--- src/rtl/fpu_pkg.sv ---
// Shared single-precision float field definitions, rounding modes and the
// operand classes produced by the decode stage of ftoi_multi.
package fpu_pkg;

  localparam int EXP_W  = 8;
  localparam int FRAC_W = 23;
  localparam int BIAS   = 127;
  localparam int MANT_W = FRAC_W + 1;
  // Fraction bits kept after alignment: the whole mantissa still fits at
  // unbiased exponent -3, below which only the sticky bit matters.
  localparam int FRAC_EXT = 26;

  typedef enum logic [1:0] {
    RNE = 2'b00,
    RTZ = 2'b01,
    RDN = 2'b10,
    RUP = 2'b11
  } rmode_t;

  typedef enum logic [1:0] {
    CLS_NUM   = 2'b00,
    CLS_FLUSH = 2'b01,
    CLS_NAN   = 2'b10,
    CLS_OVF   = 2'b11
  } fcls_t;

endpackage

--- src/rtl/ftoi_round.sv ---
// Stage-2 rounding: turns guard/round/sticky, sign and mode into an
// increment and applies it to the truncated magnitude.
module ftoi_round
  import fpu_pkg::*;
#(
  parameter int W = 32
) (
  input  logic [W-1:0] mag,
  input  logic         g,
  input  logic         r,
  input  logic         s,
  input  logic         sign,
  input  logic         en,
  input  rmode_t       rmode,
  output logic [W:0]   mag_r
);

  logic inc;

  always_comb begin
    inc = 1'b0;
    unique case (rmode)
      RNE: inc = g & (r | s | mag[0]);
      RTZ: inc = 1'b0;
      RDN: inc = sign & (g | r | s);
      RUP: inc = ~sign & (g | r | s);
    endcase
    mag_r = {1'b0, mag} + {{W{1'b0}}, inc & en};
  end

endmodule

--- src/rtl/ftoi_multi.sv ---
// Two-stage float32 -> integer converter with valid/ready handshakes.
// Define FTOI_MULTI_FLAGS_EN to add the {invalid, inexact} flags port.
module ftoi_multi
  import fpu_pkg::*;
#(
  parameter int OUT_W   = 32,
  parameter int HOLD_IN = 0
) (
  input  logic             clk,
  input  logic             reset,
  input  logic [31:0]      op,
  input  logic [1:0]       rmode,
  input  logic             is_signed,
  input  logic             in_valid,
  output logic             in_ready,
  output logic [OUT_W-1:0] result,
  output logic             out_valid,
  input  logic             out_ready
`ifdef FTOI_MULTI_FLAGS_EN
  ,
  output logic [1:0]       flags
`endif
);

  localparam int WIDE_W = OUT_W + FRAC_EXT;
  localparam logic [OUT_W-1:0] UMAX = '1;
  localparam logic [OUT_W-1:0] SMAX = {1'b0, {(OUT_W-1){1'b1}}};
  localparam logic [OUT_W-1:0] SMIN = {1'b1, {(OUT_W-1){1'b0}}};
  localparam logic [OUT_W:0]   NEG_LIM = {2'b01, {(OUT_W-1){1'b0}}};

  typedef struct packed {
    logic             sign;
    logic             is_signed;
    rmode_t           rmode;
    fcls_t            cls;
    logic [OUT_W-1:0] mag;
    logic             g;
    logic             r;
    logic             s;
  } s1_t;

  s1_t s1_d, s1_q;
  logic v1_d, v1_q, v2_d, v2_q;
  logic advance, s1_load, res_load;

  // ---------------- control ----------------
  always_comb begin
    advance  = ~v2_q | out_ready;
    v1_d     = advance ? in_valid : v1_q;
    v2_d     = advance ? v1_q : v2_q;
    s1_load  = advance & (in_valid | (HOLD_IN == 0));
    res_load = advance & v1_q;
  end

  assign in_ready  = advance;
  assign out_valid = v2_q;

  // ---------------- S1: decode / align ----------------
  logic [EXP_W-1:0]  ex;
  logic [FRAC_W-1:0] fr;
  logic [WIDE_W-1:0] wide;
  int                ue;

  always_comb begin
    ex   = op[FRAC_W +: EXP_W];
    fr   = op[FRAC_W-1:0];
    ue   = int'(ex) - BIAS;
    wide = '0;
    s1_d = '0;
    s1_d.sign      = op[31];
    s1_d.is_signed = is_signed;
    s1_d.rmode     = rmode_t'(rmode);
    if (ex == '0) begin
      s1_d.cls = CLS_FLUSH;
      s1_d.s   = |fr;
    end else if (&ex) begin
      s1_d.cls = (|fr) ? CLS_NAN : CLS_OVF;
    end else if (ue >= OUT_W) begin
      s1_d.cls = CLS_OVF;
    end else if (ue < -3) begin
      // Below 1/8 the whole value lands in the sticky bit.
      s1_d.cls = CLS_NUM;
      s1_d.s   = 1'b1;
    end else begin
      // Integer LSB sits at bit FRAC_EXT; mantissa LSB weighs 2^(ue-23).
      s1_d.cls = CLS_NUM;
      wide     = WIDE_W'({1'b1, fr}) << 7'(ue + 3);
      s1_d.mag = wide[WIDE_W-1 -: OUT_W];
      s1_d.g   = wide[FRAC_EXT-1];
      s1_d.r   = wide[FRAC_EXT-2];
      s1_d.s   = |wide[FRAC_EXT-3:0];
    end
  end

  always_ff @(posedge clk) begin
    if (reset) begin
      v1_q <= 1'b0;
      v2_q <= 1'b0;
      s1_q <= '0;
    end else begin
      v1_q <= v1_d;
      v2_q <= v2_d;
      if (s1_load) s1_q <= s1_d;
    end
  end

  // ---------------- S2: round / saturate ----------------
  logic [OUT_W:0]   mag_r;
  logic [OUT_W-1:0] conv, sat_val, result_d, result_q;
  logic             ovf_num, sat;

  ftoi_round #(.W(OUT_W)) u_round (
    .mag   (s1_q.mag),
    .g     (s1_q.g),
    .r     (s1_q.r),
    .s     (s1_q.s),
    .sign  (s1_q.sign),
    .en    (s1_q.cls == CLS_NUM),
    .rmode (s1_q.rmode),
    .mag_r (mag_r)
  );

  always_comb begin
    if (s1_q.is_signed)
      ovf_num = s1_q.sign ? (mag_r > NEG_LIM) : (mag_r[OUT_W] | mag_r[OUT_W-1]);
    else
      ovf_num = s1_q.sign ? (|mag_r) : mag_r[OUT_W];

    sat = (s1_q.cls == CLS_NAN) | (s1_q.cls == CLS_OVF) |
          ((s1_q.cls == CLS_NUM) & ovf_num);

    // NaN goes to the positive limit; everything else saturates by sign.
    if (s1_q.cls != CLS_NAN && s1_q.sign)
      sat_val = s1_q.is_signed ? SMIN : '0;
    else
      sat_val = s1_q.is_signed ? SMAX : UMAX;

    conv     = (s1_q.is_signed && s1_q.sign) ? (-mag_r[OUT_W-1:0]) : mag_r[OUT_W-1:0];
    result_d = sat ? sat_val : conv;
  end

  always_ff @(posedge clk) begin
    if (reset) result_q <= '0;
    else if (res_load) result_q <= result_d;
  end

  assign result = result_q;

`ifdef FTOI_MULTI_FLAGS_EN
  logic [1:0] flags_d, flags_q;

  always_comb flags_d = {sat, (s1_q.g | s1_q.r | s1_q.s) & ~sat};

  always_ff @(posedge clk) begin
    if (reset) flags_q <= '0;
    else if (res_load) flags_q <= flags_d;
  end

  assign flags = flags_q;
`endif

endmodule

--- config.mk ---
export PLATFORM = sky130hd
export DESIGN_NAME = ftoi_multi
export DESIGN_NICKNAME = d
export VERILOG_FILES = /design/src/rtl/fpu_pkg.sv /design/src/rtl/ftoi_round.sv /design/src/rtl/ftoi_multi.sv
export SDC_FILE = /design/constraint.sdc
export NUM_CORES = 1
export LEC_CHECK = 0
export CAP_MARGIN = 25
export CORE_MARGIN = 4
export CORE_UTILIZATION = 50
export DETAILED_ROUTE_END_ITERATION = 10
export PLACE_DENSITY = 0.72
export SYNTH_ARGS = -nofsm -noshare
export SYNTH_HDL_FRONTEND = slang
export SYNTH_SLANG_ARGS = --single-unit
--- constraint.sdc ---
create_clock -name clk -period 11.44 [get_ports clk]
set_input_delay 1.144 -clock clk [delete_from_list [all_inputs] [get_ports clk]]
set_output_delay 1.144 -clock clk [all_outputs]
set_load 0.01 [all_outputs]
==> impl_metrics.yaml <==
run_status:
  status: "complete, no violations"
logic_synthesis:
  yosys-top-cells-area: "dfxtp_1 21%, mux4_2 6.0%, nor2_1 5.5%"
  synth.distinct_cells: 78
  muxShareOfSynthArea_pct: 14.3
  yosys.area_share.adder_pct: 1.54
  yosysTopAreaCell: "dfxtp_1"
  ys.flop_type: "dfxtp_1"
  synth-seq-cells: 75
  syn-cell-area_um2: 7140
  syn-num-nets: 975
  yosys_warnings: 0
  synth-compound-area-share_pct: 22.7
  synth_edf_count: 0
  avgSynthCellArea_um2: 7.69
  synth_simple_gate_area_share_pct: 24.7
  ys_seq_area_share_pct: 21.0
  postSynthCellCount: 928
  yosys.area_share.xor_xnor_pct: 8.92
  yosysTopAreaCellShare_pct: 21.0
  async_reset_ff_share_pct: 0
  synth_top_family_by_area: "simple AND/OR/NAND/NOR gates"
clock_tree:
  cts_sinks: 75
  cts_root_buffer: "clkbuf_16"
  cts_tree: "built"
  clock_path_buffers: 2
  htreeDepth: 3
  cts_setup_buffers: 0
  clk_latency_ns: 0.34
  cts_inserted_buffers: 9
  cts_resized: 0
  ctsHoldBuffers: 0
  path_clk_slew_ns: 0.06
place:
  place_hpwl_um: 15200
  portBuffers: 72
  place_congestion: 0.924
  post-place-ws_ns: 5.85
  dp.cells: 1108
setup_path:
  worst_setup_path_startpoint: "op[25]"
  crit_path_end_kind: "register"
  worstPathArrival_ns: 5.51
  crit_type: "in -> reg"
  ff2ff_setup_slack_ns: 6.33
  cp-start-kind: "input pin"
  required_ns: 11.65
  crit_fanout: 46
  rr_worst_depth: 17
  reg2reg_from: "s1_q[0]"
  r2r-end: "result[11]"
finish:
  drive_gt1_share_pct: 10.3
  final_cells: 1124
  final_cell_mix: "105 x nor2_1, 84 x nand2_1, 75 x dfxtp_1"
  fill_cells: 1296
  area_growth_pct: 13.2
  fin_util_pct: 58.0
  multiInputGateArea_um2: 5160
  seq_area_um2: 1500
  fin_nets: 986
  n_antenna_cell: 0
  layout_commonest_cell: "nor2_1"
drt:
  drt_drc_violations_left: 0
  dr.pass1.iters: 5
  wl_per_cell_um: 17.6
  drt-vias-per-instance: 6.18
  ant_nets: 0
  vias: 6941
  dr.first_iter.drc_count: 598
  routed_wl_um: 19800
floorplanning:
  core_area_um2: 13900
  ios: 73
  die_y_um: 127
  start_util_pct: 51.2
  chipWidth_um: 127
  fp-row-count: 43
  die_area_um2: 16300
timing:
  hold_viol_final: 0
  min_period_ns: 5.30
  fin_tns_setup_ns: 0
  grt_setup_unrepaired: "false"
  fmax_mhz: 189
  slew_headroom_pct: 33.0
  fin_ws_ns: 6.14
  final.setup_skew_ns: 0.00588
  hold_slack_ns: 0.471
  worst_pin_slew_ns: 1.00
  setup_viol: 0
  slew_viol_final: 0
  period_share_pct: 46.3
pwr:
  combPwrFrac_pct: 32.8
  p_sw_share_pct: 32.7
  switchingPower_uw: 289
  power_leakage_nw: 2.86
  p_per_area_nw_per_um2: 109
  seq_power_share_pct: 32.5
  clkPwrFrac_pct: 34.7
  peakVddDrop_mv: 0.0802
  p_int_uw: 595
global_routing:
  grt_pass1_wl_um: 32200
  grt_max_degree: 52
  grt.overflow.total: 0
  grt_use_total_pct: 24.0
  grt_pass1_vias: 6242
  antenna_found_initial: 0
min_path:
  hold_depth: 1
  min-delay-start: "result[0]"
  min_to: "result[0]"
  hold_path_class: "reg -> reg"
flow_run:
  drv_cap: 0
[through the flow]
stage	cell area, um^2	total power [mW]
final	8080	0.884
after global routing	8080	0.927
after CTS	8080	0.884
after detailed placement	7750	0.579
after global placement	7750	0.577
after floorplan	7140	0.490
[power groups by stage]
stage,clock [mW],sequential [mW],combinational (mW)
2_1_floorplan,0,0.291,0.198
3_3_place_gp,0,0.292,0.285
3_5_place_dp,0,0.293,0.285
4_1_cts,0.310,0.287,0.287
5_1_grt,0.323,0.290,0.314
6_report,0.307,0.287,0.290
[cell families (layout without fill, tap and decap cells)]
| kind of cell | after synthesis | in the layout |
|---|---|---|
| AO/OA/AOI/OAI | 244 | 244 |
| XOR/XNOR | 69 | 69 |
| adder cells (fa/ha/maj) | 9 | 9 |
| buffers and inverters | 103 | 119 |
| flip-flops | 75 | 75 |
| multiplexers | 75 | 75 |
| AND/OR/NAND/NOR | 353 | 353 |
[Yosys cell counts, types with 23 or more instances]
library cell / count
nand3_1: 25
a21oi_1: 55
a31oi_1: 23
xnor2_1: 44
dfxtp_1: 75
o21ai_0: 47
xor2_1: 23
clkbuf_1: 49
nor2_1: 105
nor3_1: 35
nand2_1: 84
a22oi_1: 35
mux2i_1: 29
[flip-flops by register name, summed over array words and instances, names as in the netlist]
| register | flops |
|---|---|
| result | 32 |
| s1_q | 41 |
| out_valid | 1 |
| v1_q | 1 |
[metal layers]
metal,GRT usage [%],wire length [um],up-vias
met1,31.3,8780,3217
met4,8.20,583,0
met5,0,0,-
met3,3.05,941,41
li1,-,-,3433
met2,41.0,9510,250
[worst max path at each step]
stage | to | slack, ns | cells past startpoint
finish | s1_q[0] | 6.14 | 11
global route | s1_q[0] | 5.81 | 11
CTS | s1_q[0] | 6.21 | 11
detailed placement | s1_q[0] | 5.85 | 11
global placement | s1_q[0] | 5.94 | 13
floorplan | s1_q[0] | 6.95 | 14
[layout make-up]
| class | instances | area share (%) |
|---|---|---|
| repair buffers | 82 | 9.78 |
| multi-input cells | 750 | 63.8 |
| well taps | 180 | 2.79 |
| inverters | 21 | 0.975 |
| clock buffers | 10 | 2.96 |
| flip-flops and latches | 75 | 18.6 |
| clock inverters | 6 | 1.10 |
[critical path, stage by stage]
cell and delay (ns):
buf_2 0.69, inv_1 0.43, ha_1 0.40, buf_4 0.26, inv_1 0.39, mux4_2 0.58, mux2_2 0.29, or4_1 0.48
or4_1 0.48, nor4_1 0.25, o22ai_1 0.09
Note: power is estimated with default switching activity, not from simulation.
